<file path="src/rtl/register_file.sv">
// Multi-entry flop-based register file: one write port, two registered read ports, synchronous clear.
// Optional same-cycle write-to-read forwarding is enabled by defining REGFILE_BYPASS_EN.
module register_file #(
    parameter  int unsigned WIDTH  = 8,
    parameter  int unsigned DEPTH  = 8,
    localparam int unsigned ADDR_W = $clog2(DEPTH)
) (
    input  logic              clk,
    input  logic              reset,
    input  logic              writeEnable,
    input  logic [ADDR_W-1:0] writeAddr,
    input  logic [WIDTH-1:0]  writeData,
    input  logic              clear,
    input  logic [ADDR_W-1:0] readAddrA,
    input  logic [ADDR_W-1:0] readAddrB,
    output logic [WIDTH-1:0]  outA,
    output logic [WIDTH-1:0]  outB
);

    logic [WIDTH-1:0] mem [DEPTH];
    logic             wr_hit_c;
    logic             rd_ok_a_c;
    logic             rd_ok_b_c;
    logic [WIDTH-1:0] next_a_c;
    logic [WIDTH-1:0] next_b_c;

    // A write only lands when in range and not overridden by clear.
    always_comb begin
        wr_hit_c  = writeEnable && !clear && (32'(writeAddr) < DEPTH);
        rd_ok_a_c = 32'(readAddrA) < DEPTH;
        rd_ok_b_c = 32'(readAddrB) < DEPTH;
    end

    // Read-data selection; out-of-range addresses and clear both yield zero.
    always_comb begin
        next_a_c = '0;
        next_b_c = '0;
        if (!clear) begin
            if (rd_ok_a_c) begin
                next_a_c = mem[readAddrA];
            end
            if (rd_ok_b_c) begin
                next_b_c = mem[readAddrB];
            end
`ifdef REGFILE_BYPASS_EN
            if (wr_hit_c && (readAddrA == writeAddr)) begin
                next_a_c = writeData;
            end
            if (wr_hit_c && (readAddrB == writeAddr)) begin
                next_b_c = writeData;
            end
`endif
        end
    end

    // Storage array.
    always_ff @(posedge clk or negedge reset) begin
        if (!reset) begin
            for (int i = 0; i < int'(DEPTH); i++) begin
                mem[i] <= '0;
            end
        end else if (clear) begin
            for (int i = 0; i < int'(DEPTH); i++) begin
                mem[i] <= '0;
            end
        end else if (wr_hit_c) begin
            mem[writeAddr] <= writeData;
        end
    end

    // Registered read ports.
    always_ff @(posedge clk or negedge reset) begin
        if (!reset) begin
            outA <= '0;
            outB <= '0;
        end else begin
            outA <= next_a_c;
            outB <= next_b_c;
        end
    end

endmodule

</file>
<file path="config.mk">
export PLATFORM = sky130hd
export DESIGN_NAME = register_file
export DESIGN_NICKNAME = d
export VERILOG_FILES = /design/src/rtl/register_file.sv
export SDC_FILE = /design/constraint.sdc
export NUM_CORES = 1
export LEC_CHECK = 0
export ABC_AREA = 0
export BUFFER_PORTS_ARGS = -buffer_cell sky130_fd_sc_hd__buf_2
export CAP_MARGIN = 20
export CORE_MARGIN = 4
export CORE_UTILIZATION = 60
export CTS_CLUSTER_DIAMETER = 200
export CTS_CLUSTER_SIZE = 28
export DETAILED_ROUTE_END_ITERATION = 10
export GPL_TIMING_DRIVEN = 0
export PLACE_DENSITY = 0.8
export SYNTH_ARGS = -nofsm -noshare
export SYNTH_HDL_FRONTEND = slang
export SYNTH_SLANG_ARGS = --single-unit
</file>
<file path="constraint.sdc">
create_clock -name clk -period 1.5 [get_ports clk]
set_input_delay 0.075 -clock clk [delete_from_list [all_inputs] [get_ports clk]]
set_output_delay 0.075 -clock clk [all_outputs]
set_load 0.005 [all_outputs]
</file>
* Word level (Yosys, flattened, before mapping)
Index checks and enable logic that the tools add are counted.
** Word-level totals
- Bits in registers :: 80
- Bits of input ports :: 21
- Output and inout port bits :: 16
- Word-level logic and storage cells :: 34
** Operators by class
- $lt $le $gt $ge :: 4
- Muxes and demuxes :: 13
- Bitwise gates (word level) :: 3
- Reduce and logical (&&, ||, !) cells :: 4
** Operator list (count)
- 64-bit 2-to-1 mux :: 2
- 64-bit bitwise mux :: 1
- 8-bit 2-to-1 mux :: 7
- 8-bit binary-select mux with 3-bit select :: 2
- 8-bit demux with 3-bit select :: 1
- 4-bit greater-or-equal comparator (second input constant) :: 3
- 3-bit NOT with 4-bit output :: 3
- 4-bit by 1-bit < comparator with 1-bit output (second input constant) :: 1
- 1-bit logical AND :: 2
- 2-bit nonzero test :: 1
- 1-bit zero test :: 1

* Longest topological paths before layout
- Word-level depth :: 8
- Depth in mapped cells :: 5
- Gate-level depth less buffers :: 3

* Least setup slack after synthesis
No wires, ideal clock.
- Path type :: register to register
- From :: register mem[37] (netlist name)
- To :: register outA[5]
- Library setup time :: 132 ps
- Arrival time :: 1016 ps
- Data required time :: 1368 ps
- Slack :: 352 ps
- Stages on the path, launching flop included :: 4
- Path buffers :: 0
- Clock period less this slack :: 1148 ps
- Cells stage by stage :: dfrtp_1 mux4_1 mux2i_1 nor2_1
** On the way
- Word-level cells in the longest chain between the ends :: 4
** Ends and longest elaborated chain
- from (decl) :: line 20 : logic [WIDTH-1:0] mem [DEPTH];
- from (signal, indexed assignment) :: line 67 : mem[writeAddr] <= writeData;
- 8-bit binary-select mux with 3-bit select :: line 40 : next_a_c = mem[readAddrA];
- 8-bit 2-to-1 mux (implied by the code) (2 in a row) :: line 40
- 8-bit 2-to-1 mux :: line 38 : if (!clear) begin
- net next_a_c[5] :: line 24 : logic [WIDTH-1:0] next_a_c;
- to (signal assigned) :: line 77 : outA <= next_a_c;
- to (decl) :: line 16 : output logic [WIDTH-1:0] outA,
The timed path passes the listed nets, and every way through them passes these cells. The select of a mux whose other input is x is not followed.
A chain may end at the register's enable or synchronous reset.

* Worst setup path after layout
- From :: register mem[38] (netlist name)
- To :: register outA[6]
Same word-level chain as after synthesis.

==> summary.txt <==
Clocking
  • Clock Sinks: 80
  • CTS clock-pin slew for the worst setup and hold paths: 0.09 ns
  • Post-CTS Hold Buffers: 1
  • Num CTS Buffers: 9
  • Htree depth: 3
  • TritonCTS clock tree: done
  • Post_cts resized: 0
  • Clock latency on the worst-skew pair: 0.37 ns
  • Clock Path Buffers: 2
  • Root buffer cell: clkbuf_8
  • Number of setup buffers added after CTS: 0

STA
  • Hold Violations, Final: 0
  • Slew Limit Fails: 0
  • Final setup violation count: 0
  • FMAX: 721 MHz
  • RSZ-0062 raised after global routing: false
  • Relative slew margins: 0.545
  • Worst slew pin tran: 0.683 ns
  • Worst Skew: 0.0110 ns
  • Tcrit/Tclk final: 0.924
  • Minimum clock period: 1.39 ns

Worst setup path
  • CP Launch Type: register
  • Worst setup path end: outA[6]$_DFF_PN0_
  • FF-to-FF Start: mem[38]$_DFFE_PN0P_
  • CP delay by family, top: multiplexers
  • Crit-path max FO: 3
  • CP required: about 1.7 ns
  • Worst setup EP type: register
  • Critical Setup Path Class: reg2reg
  • FF-to-FF End: outA[6]$_DFF_PN0_
  • WP buf/inv: 0
  • WP data arrival: 1.62 ns
  • CP Cell Sequence: mux4_1, mux2i_1, nor2_1
  • Worst setup startpoint: mem[38]$_DFFE_PN0P_
  • R2R Setup Slk: 0.11 ns
  • Max incr delay on CP: 0.55 ns
  • CP max stage cell: mux4_1
  • Critical path depth: 3
  • Worst Reg-to-Reg Cells: 3

Finish
  • Fraction of layout cells with a size suffix above 1: 0.203
  • Fin cells: around 500
  • Final net count: 419
  • Syn-to-layout area delta: 10.9%
  • Ant diodes: 0
  • Post-route cell area: 4640 um^2

Run status
  • Status: completed

Route
  • DRC: 0
  • DR pass1 iterations: 5
  • Via count: 3154
  • Final WL: 10500 um
  • Via-to-Cell Ratio: 6.32
  • Initial DRC count: 362
  • Post-route antenna net violation count: 0
  • Wire per inst: ~21 um

GRT
  • GRT Total Usage: 0.266
  • Antenna violations before repair: 0
  • Largest net degree at the start of global routing: 45
  • Global-route wire length before repair: roughly 17000 um
  • Vias in the first global route: 3131
  • GR Overflow Total: 0

Place
  • Placed Instance Area: 4440 um^2
  • Placed Cells: 482
  • Gp weighted congestion: 0.866
  • DPL Wire Length: 6960 um
  • Port bufs: 21

Power
  • Net Switching: between 1 and 1.5 mW
  • Tot Pwr: about 4.3 mW
  • Power Density: roughly 900 nW/um^2
  • Clock power share: 0.378
  • Comb pwr share: 0.105
  • Pleak: 2.10 nW
  • Highest ir drop seen on vdd: 0.392 mV
  • Internal power: around 3.2 mW
  • Sw Share: 0.260
  • Share of total power in sequential cells: 0.517

Floorplan
  • Die width: about 92 um
  • DIE HEIGHT: about 92 um
  • Io pins: 37
  • Placeable core area: ~6800 um^2
  • Initial cell density of the core: 0.617
  • Std-Cell Rows: 30
  • Die ar.: 8380 um^2

Synth
  • Post-Syn Area per Cell: approximately 12 um^2
  • Netlist cell types: 20
  • Yosys warnings: 0
  • Synth Register Bits: 80
  • Seq/Total Area, Yosys: 0.478
  • Synthesized instance count: around 360
  • Post-Syn Nets: 385
  • Mapped Area: roughly 4200 um^2

Min path
  • Min-delay worst type: in2reg

Job
  • Total of max-cap violations: 0
[placed cells by master, fill, tap and decap left out, types with 6 or more instances in the layout]
master	Yosys	final
mux4_1	12	12
dfrtp_1	80	80
buf_2	12	32
buf_4	5	6
clkbuf_1	17	18
nor2_1	40	40
mux4_2	20	20
a21oi_1	40	40
nand2_1	80	80
clkbuf_8	0	10
mux2i_1	40	40
[kinds of logic after synthesis]
family / after synthesis / synth area share
flops: 80 / 0.478
buf+inv: 39 / 0.0544
compound gates: 40 / 0.0478
mux: 72 / 0.278
simple gates: 133 / 0.142
[area by class of cell]
cell class                      count  area [um^2]
Sequential cell                    80         2000
Clock buffer                       11          141
Multi-Input combinational cell    245         1960
Fill cell                         505         2150
Timing Repair Buffer               23          138
Tap cell                           96          120
Clock inverter                      5         56.3
Buffer                             39          228
[registers in the layout, indices dropped and copies added (netlist names)]
name and cells:
mem 64, outA 8, outB 8
[synthesized netlist by cell type]
cell type | number | area [um^2]
nor4b_4 | 1 | 23.8
clkbuf_1 | 17 | 63.8
nand4b_1 | 3 | 26.3
mux4_2 | 20 | 450
and4_1 | 1 | 8.76
buf_1 | 1 | 3.75
buf_2 | 12 | 60.1
nand2_1 | 80 | 300
buf_6 | 2 | 22.5
nor2_1 | 40 | 150
mux2i_1 | 40 | 400
and4b_1 | 3 | 30.0
mux4_1 | 12 | 315
and4bb_2 | 3 | 37.5
buf_4 | 5 | 37.5
nand4_1 | 1 | 6.26
a21oi_1 | 40 | 200
dfrtp_1 | 80 | 2000
or4b_1 | 1 | 10.0
buf_12 | 2 | 40.0
[worst min path at each step]
stage                       from                  end  cells after the start
finish              readAddrA[0]    outA[4]$_DFF_PN0_                      3
global route        writeData[7]  mem[23]$_DFFE_PN0P_                      3
CTS                 writeData[7]  mem[23]$_DFFE_PN0P_                      3
detailed placement         reset  mem[51]$_DFFE_PN0P_                      1
global placement    writeData[7]  mem[63]$_DFFE_PN0P_                      3
floorplan                  reset   mem[0]$_DFFE_PN0P_                      0
[through the flow]
stage                     setup slack, ns  TNS (ns)  utilization  hold slack (ns)
final                               0.114         0        0.684           0.0895
after global routing               0.0377         0        0.684            0.118
after CTS                           0.122         0        0.684           0.0873
after detailed placement           0.0621         0        0.653           0.0725
after global placement             -0.200    -15.65        0.650            0.455
after floorplan                     0.352         0            -           -0.221
[routing by layer]
layer | wire length [um] | vias up | global-route usage
met5 | 0 | - | 0
li1 | - | 1355 | -
met4 | 547 | 0 | 0.172
met2 | 5030 | 184 | 0.407
met1 | 4040 | 1568 | 0.349
met3 | 860 | 47 | 0.0472
[tightest hold or removal path, stage by stage]
cell and delay (ns):
buf_4 0.18, mux2i_1 0.09, nor2_1 0.08
[power groups by stage]
| stage | registers (mW) | logic (mW) | clock network, mW |
|---|---|---|---|
| finish | 2.22 | 0.451 | 1.63 |
| detailed placement | 2.27 | 0.443 | 0 |
| CTS | 2.22 | 0.448 | 1.61 |
| global placement | 2.26 | 0.426 | 0 |
| floorplan | 2.26 | 0.287 | 0 |
| global route | 2.23 | 0.486 | 1.71 |
(Power assumes the default switching activity.)
